## config.mk

```make
export PLATFORM = sky130hd
export DESIGN_NAME = rail_sensor_detect
export DESIGN_NICKNAME = d
export VERILOG_FILES = /design/src/rtl/rail_pkg.sv /design/src/rtl/sensor_debounce.sv /design/src/rtl/rail_sensor_detect.sv
export SDC_FILE = /design/constraint.sdc
export NUM_CORES = 1
export LEC_CHECK = 0
export CORE_AREA = 3 3 62 64
export DETAILED_ROUTE_END_ITERATION = 16
export DIE_AREA = 0 0 65 67
export HOLD_SLACK_MARGIN = 0.15
export PLACE_DENSITY = 0.66
export SLEW_MARGIN = 20
export SYNTH_ARGS = -nofsm -noshare
export SYNTH_HDL_FRONTEND = slang
export SYNTH_SLANG_ARGS = --single-unit
export TNS_END_PERCENT = 30
```

## constraint.sdc

```tcl
create_clock -name clk -period 2.3 [get_ports clk]
set_clock_uncertainty 0.2 [all_clocks]
set_input_delay 0.23 -clock clk [delete_from_list [all_inputs] [get_ports clk]]
set_output_delay 0.23 -clock clk [all_outputs]
set_load 0.01 [all_outputs]
```

## src/rtl/rail_pkg.sv

```systemverilog
// Shared definitions for the rail detection chain and the crossing controller.
package rail_pkg;

    // Detector FSM encodings; code 3 is never produced and recovers to FAULT.
    typedef enum logic [1:0] {
        DET_IDLE    = 2'd0,
        DET_OCC     = 2'd1,
        DET_FAULT   = 2'd2,
        DET_ILLEGAL = 2'd3
    } det_state_t;

    localparam int unsigned DEF_DEBOUNCE_CYCLES = 4;
    localparam int unsigned DEF_CNT_W           = 3;
    localparam int unsigned DEF_OCC_TIMEOUT     = 1000;

endpackage

```

## src/rtl/sensor_debounce.sv

```systemverilog
// Two-flop synchroniser, debouncer and one-cycle rising-edge pulse for one trackside sensor.
module sensor_debounce
    import rail_pkg::*;
#(
    parameter int unsigned DEBOUNCE_CYCLES = DEF_DEBOUNCE_CYCLES
) (
    input  logic clk,
    input  logic reset,
    input  logic i_raw,
    output logic o_deb,
    output logic o_rise
);

    localparam int unsigned CW = (DEBOUNCE_CYCLES > 1) ? $clog2(DEBOUNCE_CYCLES) : 1;

    logic          r_sync1;
    logic          r_sync2;
    logic          r_deb;
    logic          r_deb_d;
    logic [CW-1:0] r_cnt;
    logic          w_diff;
    logic          w_flip;

    assign w_diff = r_sync2 ^ r_deb;
    // The toggle edge is the DEBOUNCE_CYCLES-th consecutive cycle of disagreement.
    assign w_flip = w_diff && (r_cnt == CW'(DEBOUNCE_CYCLES - 1));

    // Bring the asynchronous raw sensor into the clock domain.
    always_ff @(posedge clk or negedge reset) begin
        if (!reset) begin
            r_sync1 <= 1'b0;
            r_sync2 <= 1'b0;
        end else begin
            r_sync1 <= i_raw;
            r_sync2 <= r_sync1;
        end
    end

    // Count consecutive disagreement and flip the debounced level when it persists.
    always_ff @(posedge clk or negedge reset) begin
        if (!reset) begin
            r_cnt <= '0;
            r_deb <= 1'b0;
        end else if (!w_diff) begin
            r_cnt <= '0;
        end else if (w_flip) begin
            r_cnt <= '0;
            r_deb <= ~r_deb;
        end else begin
            r_cnt <= r_cnt + 1'b1;
        end
    end

    // Delayed copy of the debounced level for edge detection.
    always_ff @(posedge clk or negedge reset) begin
        if (!reset) begin
            r_deb_d <= 1'b0;
        end else begin
            r_deb_d <= r_deb;
        end
    end

    assign o_deb  = r_deb;
    assign o_rise = r_deb & ~r_deb_d;

endmodule

```

## src/rtl/rail_sensor_detect.sv

```systemverilog
// Zone occupancy tracker: counts trains in/out between two sensors, fail-safe FAULT latch.
module rail_sensor_detect
    import rail_pkg::*;
#(
    parameter int unsigned DEBOUNCE_CYCLES = DEF_DEBOUNCE_CYCLES,
    parameter int unsigned CNT_W           = DEF_CNT_W,
    parameter int unsigned OCC_TIMEOUT     = DEF_OCC_TIMEOUT
) (
    input  logic             clk,
    input  logic             reset,
    input  logic             sensor_in,
    input  logic             sensor_out,
    input  logic             fault_clr,
    output logic             rail_detect,
    output logic [CNT_W-1:0] occupancy,
    output logic             fault,
    output logic [1:0]       det_state
);

    localparam int unsigned      TW      = $clog2(OCC_TIMEOUT + 1);
    localparam logic [CNT_W-1:0] OCC_MAX = '1;

    logic             w_deb_in;
    logic             w_deb_out;
    logic             w_ev_in;
    logic             w_ev_out;
    logic             w_inc;
    logic             w_dec;
    logic             w_ovf;
    logic             w_unf;

    det_state_t       r_state;
    det_state_t       w_state_nxt;
    logic [CNT_W-1:0] r_occ;
    logic [CNT_W-1:0] w_occ_nxt;
    logic [TW-1:0]    r_tmr;
    logic [TW-1:0]    w_tmr_nxt;
    logic             r_rail;
    logic             r_fault;

    sensor_debounce #(.DEBOUNCE_CYCLES(DEBOUNCE_CYCLES)) u_deb_in (
        .clk    (clk),
        .reset  (reset),
        .i_raw  (sensor_in),
        .o_deb  (w_deb_in),
        .o_rise (w_ev_in)
    );

    sensor_debounce #(.DEBOUNCE_CYCLES(DEBOUNCE_CYCLES)) u_deb_out (
        .clk    (clk),
        .reset  (reset),
        .i_raw  (sensor_out),
        .o_deb  (w_deb_out),
        .o_rise (w_ev_out)
    );

    // Simultaneous in/out events cancel and are never treated as over/underflow.
    assign w_inc = w_ev_in & ~w_ev_out;
    assign w_dec = w_ev_out & ~w_ev_in;
    assign w_ovf = w_inc && (r_occ == OCC_MAX);
    assign w_unf = w_dec && (r_occ == '0);

    // State, occupancy, timer and decoded outputs all advance on the same edge.
    always_ff @(posedge clk or negedge reset) begin
        if (!reset) begin
            r_state <= DET_IDLE;
            r_occ   <= '0;
            r_tmr   <= '0;
            r_rail  <= 1'b0;
            r_fault <= 1'b0;
        end else begin
            r_state <= w_state_nxt;
            r_occ   <= w_occ_nxt;
            r_tmr   <= w_tmr_nxt;
            r_rail  <= (w_state_nxt != DET_IDLE);
            r_fault <= (w_state_nxt == DET_FAULT);
        end
    end

    // Next-state, occupancy update and occupancy timer.
    always_comb begin
        w_state_nxt = r_state;
        w_occ_nxt   = r_occ;
        w_tmr_nxt   = '0;
        case (r_state)
            DET_IDLE: begin
                if (w_ovf || w_unf) begin
                    w_state_nxt = DET_FAULT;
                end else if (w_inc) begin
                    w_occ_nxt   = r_occ + 1'b1;
                    w_state_nxt = DET_OCC;
                end
            end
            DET_OCC: begin
                if (w_ovf || w_unf) begin
                    w_state_nxt = DET_FAULT;
                end else if (w_dec && (r_occ == CNT_W'(1))) begin
                    w_occ_nxt   = '0;
                    w_state_nxt = DET_IDLE;
                end else begin
                    if (w_inc) begin
                        w_occ_nxt = r_occ + 1'b1;
                    end
                    if (w_dec) begin
                        w_occ_nxt = r_occ - 1'b1;
                    end
                    if (r_tmr == TW'(OCC_TIMEOUT - 1)) begin
                        w_state_nxt = DET_FAULT;
                    end else begin
                        w_tmr_nxt = r_tmr + 1'b1;
                    end
                end
            end
            DET_FAULT: begin
                if (fault_clr && !w_deb_in && !w_deb_out) begin
                    w_occ_nxt   = '0;
                    w_state_nxt = DET_IDLE;
                end else begin
                    if (w_inc && !w_ovf) begin
                        w_occ_nxt = r_occ + 1'b1;
                    end
                    if (w_dec && !w_unf) begin
                        w_occ_nxt = r_occ - 1'b1;
                    end
                end
            end
            default: begin
                w_state_nxt = DET_FAULT;
            end
        endcase
    end

    assign rail_detect = r_rail;
    assign occupancy   = r_occ;
    assign fault       = r_fault;
    assign det_state   = r_state;

endmodule
```

* Word level (Yosys, flattened, before mapping)
Index checks and enable logic that the tools add are counted.
** Word-level totals
- Logic and storage cells :: 88
- Register bits after elaboration :: 29
- Bits of input ports :: 5
** Cells by class
- Reduce and logical (&&, ||, !) cells :: 21
- Bitwise logic cells :: 12
- Add/sub/neg operators :: 5
- Equal/unequal tests :: 11
- Mux-type cells :: 24
** Operators with widths (count)
- $mux W10 :: 4
- $mux W3 :: 8
- $mux W2 :: 10
- $add A10 B1 Y10 const B :: 1
- $eq A10 B10 Y1 const B :: 1
- $logic_and A1 B1 Y1 :: 9
- $pmux W3 S3 :: 1
- $eq A2 B2 Y1 const B :: 4
- $not A1 Y1 :: 6
- $pmux W2 S3 :: 1
- $add A2 B1 Y2 const B :: 2
- $and A1 B1 Y1 :: 4
- $logic_not A1 Y1 :: 4
- $ne A2 B2 Y1 const B :: 2
- $ne A4 B4 Y1 const B :: 1
- $reduce_and A2 Y1 :: 2
- $reduce_and A4 Y1 :: 1
- $add A3 B1 Y3 const B :: 1
- $eq A3 B1 Y1 const B :: 1
- $eq A3 B3 Y1 const B :: 1
- $logic_not A3 Y1 :: 1
- $reduce_bool A3 Y1 :: 1
- $sub A3 B1 Y3 const B :: 1
- $eq A2 B1 Y1 const B :: 1
- other kinds (4) :: 5

* Depth between registers and ports, before layout
Gate-level depths: netlist (run 1).
- Depth in word-level cells :: 11
- Depth in mapped cells :: 7

* Modules after synthesis
A second synthesis (run 1) with hierarchy kept.
** Unflattened totals
- Cell total of the unflattened synthesis :: 155
- Area, all modules :: 1629.1 um2
** Modules (own cells, without submodules)
- rail_sensor_detect :: times used 1, sequential area each 425.4 um2, cells an instance 131, area an instance 1218.7 um2
- sensor_debounce :: times used 2, sequential area each 150.1 um2, cells an instance 12, area an instance 205.2 um2

* Worst setup path after synthesis (run 1)
Ideal clock, no wire load.
- Path kind :: register -> register
- From :: reg r_occ[0], in the netlist occupancy[0]
- To :: reg r_occ[0], in the netlist occupancy[0]
- Path slack :: 169 ps
- Data required time :: 1990 ps
- Library setup time :: 110 ps
- Data arrival time :: 1821 ps
- Cell stages (with the launch flop) :: 8
- Buffers on the path :: 0
- Cell sequence :: dfrtp_1 inv_1 ha_1 nor2b_1 nand3_1 a21oi_1 or3_4 o41ai_1
** On the way
- Cells in the longest elaborated chain, start to end :: 7
- Elaborated cells on any way between the ends :: 26
** Ends and longest elaborated chain
- start, declared :: RTL line rail_sensor_detect.sv:34 : logic [CNT_W-1:0] r_occ;
- start signal, assigned :: RTL line rail_sensor_detect.sv:73 : r_occ <= w_occ_nxt;
- parallel branches: the longest is 7 deep, another holds $add A3 B1 Y3
Several ways; the timed one is not identified. The select of a mux whose other input is x is not followed.
A chain may end at the register's enable or synchronous reset.

* Worst setup path in the final report (run 1)
- From :: reg r_occ[1], in the netlist occupancy[1]
- To :: reg r_occ[0], in the netlist occupancy[0]
** On the way
- Cells in the longest elaborated chain, start to end :: 7
- Elaborated cells on any way between the ends :: 20
** Ends and longest elaborated chain
- $logic_not A3 Y1 :: RTL line rail_sensor_detect.sv:61 : assign w_unf = w_dec && (r_occ == '0);
- $logic_and A1 B1 Y1 :: RTL line rail_sensor_detect.sv:61
- $logic_not A1 Y1 :: RTL line rail_sensor_detect.sv:122 : if (w_dec && !w_unf) begin
- $logic_and A1 B1 Y1 :: RTL line rail_sensor_detect.sv:122
- $mux W3 :: RTL line rail_sensor_detect.sv:122
- $mux W3 :: RTL line rail_sensor_detect.sv:115 : if (fault_clr && !w_deb_in && !w_deb_out) begin
- $pmux W3 S3 :: RTL line rail_sensor_detect.sv:85 : case (r_state)
Parallel ways exist; a longest one is shown, timed or not. The select of a mux whose other input is x is not followed.

==> tab_implementation.tex, run 1 <==
\begin{tabular}{lr}
\hline
Metric & Value \\
\hline
\multicolumn{2}{l}{\textbf{Worst setup path}} \\
Library cell contributing the largest single delay on the critical path & dfrtp\_1 \\
Crit Path Category & reg -> reg \\
Critical-path maximum fanout & 4 \\
Startpoint Class & flip-flop \\
Most used cell along the critical path & ha\_1 \\
Crit path largest cell delay & 430 ps \\
Worst R2R End & occupancy[0] \\
Worst Path Required & 2330 ps \\
Start of the worst register-to-register path & occupancy[1] \\
Worst reg2reg setup slack & 130 ps \\
Reg2Reg Depth & 6 \\
Total buffers and inverters traversed by the critical path & 0 \\
Top delay family on crit path & simple AND/OR/NAND/NOR gates \\
Cell Chain, Critical Path & ha\_1 -> ha\_1 -> nor3\_2 -> nor3\_1 -> or3\_4 -> o41ai\_2 \\
Endpoint arrival time on the critical path & 2210 ps \\
CP Capture Type & flip-flop \\
\multicolumn{2}{l}{\textbf{Synthesis}} \\
Post-synth ARST share & 100\% \\
Compound-cell area share of the yosys netlist & about an eighth \\
Summed instance area of the synthesized netlist & $\sim$1600 um\^{}2 \\
Post-Syn Area per Cell & 10.4 um\^{}2 \\
Warnings from Yosys & 0 \\
Xor/xnor share of the synthesized area & between 5 and 6\% \\
Prevailing post-synth register cell & dfrtp\_1 \\
Synthesized netlist cell count & roughly 160 \\
Dominant cell type by area after synthesis & dfrtp\_1 \\
Flip-flop and latch count after synthesis & 29 \\
Synthesized Nets & 174 \\
Main combinational cell family by area after synthesis & simple AND/OR/NAND/NOR gates \\
Area fraction of the dominant cell type after synthesis & between 40\% and 50\% \\
EDFF count, synth & 0 \\
Mux contribution to synthesized area & 2.00\% \\
Synthesized-area fraction occupied by adder cells & 10.0\% \\
Sequential cell area fraction in the yosys report & around 45\% \\
Top post-synthesis cells by area & dfrtp\_1, ha\_1, nor2\_1, xnor2\_1, xor2\_1 \\
Library cells used by synthesis & 45 \\
Synth Area in Simple Gates & 20.4\% \\
\multicolumn{2}{l}{\textbf{Timing}} \\
Number of pins with negative max-slew slack in the final report & 0 \\
Share of the clock period used by the worst path & between 90\% and 100\% \\
Highest clock rate & 461 MHz \\
Post-layout min period & 2170 ps \\
Worst-Margin Slew & $\sim$390 ps \\
Worst slew margin & 74.0\% \\
Total negative setup slack & 0 ps \\
Total setup violations reported at the end of the flow & 0 \\
Number of hold violations in the final report & 0 \\
\multicolumn{2}{l}{\textbf{Detailed routing}} \\
Starting DRT DRC Count & 47 \\
Remaining number of nets flagged by the antenna check after routing & 0 \\
First drt pass iteration count & 4 \\
Sum of routed wire length over all layers & about 3200 um \\
DRC errors left & 0 \\
DR WL/cell & 14.0 um \\
Post-detailed-route via-to-cell ratio & 5.41 \\
Via total after detailed routing & about 1200 \\
\multicolumn{2}{l}{\textbf{Placement}} \\
Port Buffer Count & 11 \\
Weighted congestion at the end of routability-driven global placement & 0.937 \\
HPWL reported at the end of detailed placement & around 2400 um \\
\multicolumn{2}{l}{\textbf{Cells and area}} \\
Fraction of layout cells with a size suffix above 1 & 16.0\% \\
Growth of design area from synthesis to finish & 19.9\% \\
Diodes inserted & 0 \\
Core utilization of the finished layout & about 58\% \\
Register area & 726 um\^{}2 \\
Combined area of the multi-input logic cells & $\sim$870 um\^{}2 \\
Number of filler instances in the final layout & 299 \\
Nets@finish & 198 \\
\multicolumn{2}{l}{\textbf{Floorplanning}} \\
Overall die height & 67 um \\
Placement Rows & 21 \\
Die outline area & 4360 um\^{}2 \\
Initial Utilization & 48.7\% \\
IO Count & 12 \\
Total core area & 3340 um\^{}2 \\
Chip width & 65 um \\
\multicolumn{2}{l}{\textbf{Clock network}} \\
Maximum clock path buffer count & 2 \\
Maximum level of the CTS H-tree & 2 \\
CTS tree & yes \\
Clock slew at the register clock pins of the worst setup and hold paths & 110 ps \\
Number of buffers inserted during clock tree synthesis & 5 \\
Clock sink count & 29 \\
Root Driver & clkbuf\_4 \\
Post CTS Setup Buffer Count & 0 \\
Clk Latency, worst-skew pair & 340 ps \\
\multicolumn{2}{l}{\textbf{Pwr}} \\
Pwr/cell area & 1230 nW/um\^{}2 \\
Peak supply drop & 0.699 mV \\
Leakage & 0.000876 uW \\
\multicolumn{2}{l}{\textbf{Status}} \\
Result of the run & finished clean \\
\multicolumn{2}{l}{\textbf{Global route}} \\
Pin count of the biggest net entering global routing & 30 \\
Number of antenna violations at the first check in global routing & 0 \\
All-Layer GR Usage & 17.8\% \\
Via count of the first global-routing pass & between 1000 and 1500 \\
Sum of overflow across all layers after global routing & 0 \\
Wire length of the first global-routing pass & 5820 um \\
\multicolumn{2}{l}{\textbf{Flow run}} \\
Max capacitance violation total & 0 \\
\multicolumn{2}{l}{\textbf{Worst hold path}} \\
Worst min-delay path endpoint & u\_deb\_in.r\_sync2 \\
Class of the tightest hold or removal check & reg -> reg \\
Worst hold path cell count & 0 \\
Launch instance of the worst min-delay path & u\_deb\_in.r\_sync1 \\
\hline
\end{tabular}
-- synthesized netlist by cell type, types with 4 or more instances --
cell type / instances
nand2b_1: 4
xnor2_1: 6
nand3_1: 6
inv_1: 9
ha_1: 13
nor2_1: 18
and3_1: 4
dfrtp_1: 29
nand2_1: 8
xor2_1: 5
a21oi_1: 4
-- timing repair --
item                                    4_1_cts  5_1_grt
gates resized for setup                       0        7
hold buffers                                  3        0
hold endpoints to repair                     31        0
endpoints found under the setup margin        0        6
-- stage by stage --
step	hold slack [ps]	worst slack (ps)	instances	power, uW	area [um^2]
2_1_floorplan	-266	169	156	1590	1630
3_3_place_gp	135	63.5	216	1910	1810
3_5_place_dp	142	53.3	216	1930	1810
4_1_cts	166	9.83	227	2370	1920
5_1_grt	182	-0.339	227	2600	1950
6_report	163	129	227	2400	1950
-- layout make-up --
type	instances	share of cell area, %
timing repair buffer	19	9.11
clock buffer	5	1.93
multi-input combinational	115	44.5
inverter	10	1.93
tap	46	2.95
sequential	29	37.2
clock inverter	3	2.37
-- how the worst max path moves through the flow --
stage	slack (ps)	start	endpoint	depth (start not counted)
2_1_floorplan	170	occupancy[0]	occupancy[0]	7
5_1_grt	-0.3	occupancy[1]	occupancy[0]	6
3_5_place_dp	50	occupancy[1]	occupancy[0]	7
3_3_place_gp	60	occupancy[1]	rail_detect	8
4_1_cts	10	occupancy[1]	fault	8
6_report	130	occupancy[1]	occupancy[0]	6
-- registers in the layout, summed over array words and instances (netlist names), 2 cells and up --
register / cells
occupancy: 3
det_state: 2
u_deb_in.r_cnt: 2
u_deb_out.r_cnt: 2
r_tmr: 10
-- kinds of logic (layout without fill, tap and decap cells) --
kind of cell,Yosys count,count (layout)
buffers and inverters,12,37
and+or+nand+nor,60,60
DFF,29,29
AOI/OAI and AO/OA,28,28
xor gates and xnor gates,11,11
muxes,3,3
adders and majority gates,13,13
-- power breakdown --
part	internal (uW)	switching (uW)	leakage, uW
Clock	230	196	0.0000414
Combinational	565	624	0.000460
Sequential	642	138	0.000375
-- placed cells by master (no fill, tap or decap), drive strengths merged, types with 2 or more instances in the layout --
cell type	n
a211oi	2
a21o	2
a21oi	4
a221oi	2
and2	2
and3	4
buf	5
clkbuf	5
clkdlybuf4s50	11
clkinv	2
dfrtp	29
dlygate4sd3	3
ha	13
inv	9
mux2	2
nand2	8
nand2b	4
nand3	6
nand4	2
nor2	18
nor2b	4
nor3	5
nor3b	2
nor4	2
o21ai	3
o31a	2
o31ai	4
o41ai	2
xnor2	6
xor2	5
-- layer usage --
metal  wire, um  global-route usage (%)
met1       1390                    20.4
met2       1590                    30.1
met4         68                    9.23
met5          0                       0
met3        116                    5.23
Power figures use the tool's default switching activity.
==> run 2: changes to the inputs <==
--- a/config.mk
+++ b/config.mk
@@ -8,7 +8,6 @@
 export CORE_AREA = 3 3 62 64
 export DETAILED_ROUTE_END_ITERATION = 16
 export DIE_AREA = 0 0 65 67
-export HOLD_SLACK_MARGIN = 0.15
 export PLACE_DENSITY = 0.66
 export SLEW_MARGIN = 20
 export SYNTH_ARGS = -nofsm -noshare
==> run 2 against run 1 <==
  * Clock power barely moved
  * Power fell by 0.14%
  * Flip-flop and latch count did not move
  * Global-route usage fell by 0.11 points
  * Hold slack got worse by 100 ps
  * Setup slack improved by 0.97 ps
  * Register-to-register slack barely moved
  * Core utilization fell by 0.90 points
  * Critical endpoint unchanged
  * Largest cell class unchanged
  * Highest routed layer unchanged
==> tab_implementation.tex, run 2 (synthesis results as in run 1) <==
\begin{tabular}{lr}
\hline
Metric & Value \\
\hline
\multicolumn{2}{l}{\textbf{Worst setup path}} \\
Endpoint arrival time on the critical path & 2210 ps (about the same) \\
Start of the worst register-to-register path & occupancy[1] \\
Reg2Reg Depth & 6 (unchanged) \\
CP Capture Type & flip-flop \\
Worst R2R End & occupancy[0] \\
Crit Path Category & reg -> reg \\
Worst Path Required & 2340 ps (about the same) \\
Critical-path maximum fanout & 4 (unchanged) \\
Startpoint Class & flip-flop \\
Worst reg2reg setup slack & 130 ps (about the same) \\
\multicolumn{2}{l}{\textbf{Pwr}} \\
Share of power burned in combinational logic & 49.6\% (about the same) \\
Pwr/cell area & 1250 nW/um\^{}2 (+1.4\%) \\
Switching fraction of total power & 40.1\% (+0.056 points) \\
Clock network fraction of total power & 17.8\% (about the same) \\
Leakage & 0.000864 uW (-1.4\%) \\
Part of the power in registers & 32.6\% (about the same) \\
Cell Int Power & 1430 uW (-0.23\%) \\
Peak supply drop & 0.698 mV (about the same) \\
Net switching power of the design & 958 uW (about the same) \\
Overall power consumption & 2390 uW (-0.14\%) \\
\multicolumn{2}{l}{\textbf{Global route}} \\
Number of antenna violations at the first check in global routing & 0 (unchanged) \\
All-Layer GR Usage & 17.7\% (-0.11 points) \\
Wire length of the first global-routing pass & 5780 um (-0.70\%) \\
Via count of the first global-routing pass & 1249 (-1.2\%) \\
Sum of overflow across all layers after global routing & 0 (unchanged) \\
Pin count of the biggest net entering global routing & 30 (unchanged) \\
\multicolumn{2}{l}{\textbf{Floorplanning}} \\
IO Count & 12 (unchanged) \\
Placement Rows & 21 (unchanged) \\
Chip width & 65 um (unchanged) \\
Overall die height & 67 um (unchanged) \\
Die outline area & 4360 um\^{}2 (unchanged) \\
Initial Utilization & 48.7\% (unchanged) \\
Total core area & 3340 um\^{}2 (unchanged) \\
\multicolumn{2}{l}{\textbf{Cells and area}} \\
Max FFs per register & 10 (unchanged) \\
Number of filler instances in the final layout & 300 (+0.33\%) \\
Design area & 1920 um\^{}2 (-1.5\%) \\
Final standard cell count with taps included and fillers excluded & 224 (-1.3\%) \\
Growth of design area from synthesis to finish & 18.1\% \\
Fraction of layout cells with a size suffix above 1 & 16.3\% (+0.27 points) \\
Most frequent standard cell in the layout excluding fill and tap cells & dfrtp\_1 \\
Nets@finish & 195 (-1.5\%) \\
Top reg by flops & r\_tmr \\
Diodes inserted & 0 (unchanged) \\
Commonest cells after routing, fill and taps aside & dfrtp\_1, nor2\_1, ha\_1 \\
\multicolumn{2}{l}{\textbf{Detailed routing}} \\
Via total after detailed routing & 1218 (-0.90\%) \\
DRC errors left & 0 (unchanged) \\
Remaining number of nets flagged by the antenna check after routing & 0 (unchanged) \\
First drt pass iteration count & 4 (unchanged) \\
Post-detailed-route via-to-cell ratio & 5.44 (+0.43\%) \\
DR WL/cell & 14.1 um (+1.1\%) \\
Sum of routed wire length over all layers & 3170 um (-0.28\%) \\
Starting DRT DRC Count & 58 (+23\%) \\
\multicolumn{2}{l}{\textbf{Timing}} \\
Share of the clock period used by the worst path & 94.3\% (about the same) \\
Highest clock rate & 461 MHz (about the same) \\
Number of pins with negative max-slew slack in the final report & 0 (unchanged) \\
Post-layout min period & 2170 ps (-0.969 ps) \\
Worst slew margin & 74.0\% (unchanged) \\
Number of hold violations in the final report & 0 (unchanged) \\
Worst-Margin Slew & 385 ps (unchanged) \\
Total setup violations reported at the end of the flow & 0 (unchanged) \\
\multicolumn{2}{l}{\textbf{Clock network}} \\
Clock slew at the register clock pins of the worst setup and hold paths & 110 ps (about the same) \\
Maximum level of the CTS H-tree & 2 (unchanged) \\
Clk Latency, worst-skew pair & 340 ps (about the same) \\
Root Driver & clkbuf\_4 \\
Maximum clock path buffer count & 2 (unchanged) \\
Number of buffers inserted during clock tree synthesis & 5 (unchanged) \\
CTS tree & yes \\
Clock sink count & 29 (unchanged) \\
\multicolumn{2}{l}{\textbf{Placement}} \\
Port Buffer Count & 11 (unchanged) \\
Number of placed instances with taps included & 216 (unchanged) \\
Weighted congestion at the end of routability-driven global placement & 0.937 (unchanged) \\
HPWL reported at the end of detailed placement & 2380 um (unchanged) \\
Area of placed instances & 1810 um\^{}2 (unchanged) \\
\multicolumn{2}{l}{\textbf{Status}} \\
Result of the run & finished clean \\
\multicolumn{2}{l}{\textbf{Worst hold path}} \\
Class of the tightest hold or removal check & in -> async \\
\multicolumn{2}{l}{\textbf{Flow run}} \\
Max capacitance violation total & 0 (unchanged) \\
\hline
\end{tabular}
## run 2: cell type report
type                            instances  area (um^2)  share of cell area [%]
Multi-Input combinational cell        115          867                    45.2
Clock inverter                          3         46.3                    2.41
Tap cell                               46         57.6                    3.00
Timing Repair Buffer                   16          148                    7.69
Inverter                               10         37.5                    1.96
Clock buffer                            5         37.5                    1.96
Sequential cell                        29          726                    37.8
## run 2: worst max-delay path by stage
stage,slack [ps],to,cells past startpoint,from
4_1_cts,10,fault,8,occupancy[1]
3_3_place_gp,60,rail_detect,8,occupancy[1]
2_1_floorplan,170,occupancy[0],7,occupancy[0]
5_1_grt,-0.3,occupancy[0],6,occupancy[1]
3_5_place_dp,50,occupancy[0],7,occupancy[1]
6_report,130,occupancy[0],6,occupancy[1]
## run 2: worst max-delay path: stages, from the launching register on
cell and delay (ps):
dfrtp_1 430, ha_1 200, ha_1 220, nor3_2 220, nor3_1 110, or3_4 370
o41ai_2 310
## run 2: power by group through the flow
| stage | clock network, uW | registers, uW | logic (uW) |
|---|---|---|---|
| after global placement | 0 | 773 | 1140 |
| after global routing | 474 | 807 | 1320 |
| after detailed placement | 0 | 785 | 1140 |
| after floorplan | 0 | 780 | 808 |
| after CTS | 444 | 774 | 1150 |
| final | 426 | 780 | 1190 |
## run 2: per-stage QoR
step / setup TNS (ps) / hold slack [ps] / util [%] / worst slack (ps)
floorplan: 0 / -266 / - / 169
global placement: 0 / 135 / 54.2 / 63.5
detailed placement: 0 / 142 / 54.2 / 53.3
CTS: 0 / 57.6 / 56.7 / 9.83
global route: -0.339 / 57.6 / 57.5 / -0.339
finish: 0 / 58.4 / 57.5 / 130
## run 2: repair_timing
item / CTS / global route
hold buffers: 0 / 0
setup endpoints to repair: 0 / 6
gates resized for setup: 0 / 7
buffers inserted: 0 / 0
## run 2: metal layers
layer | up-vias | wire, um | global-route usage, %
li1 | 593 | - | -
met1 | 596 | 1400 | 20.3
met2 | 22 | 1590 | 29.9
met3 | 7 | 108 | 5.23
met4 | 0 | 68 | 9.23
met5 | - | 0 | 0
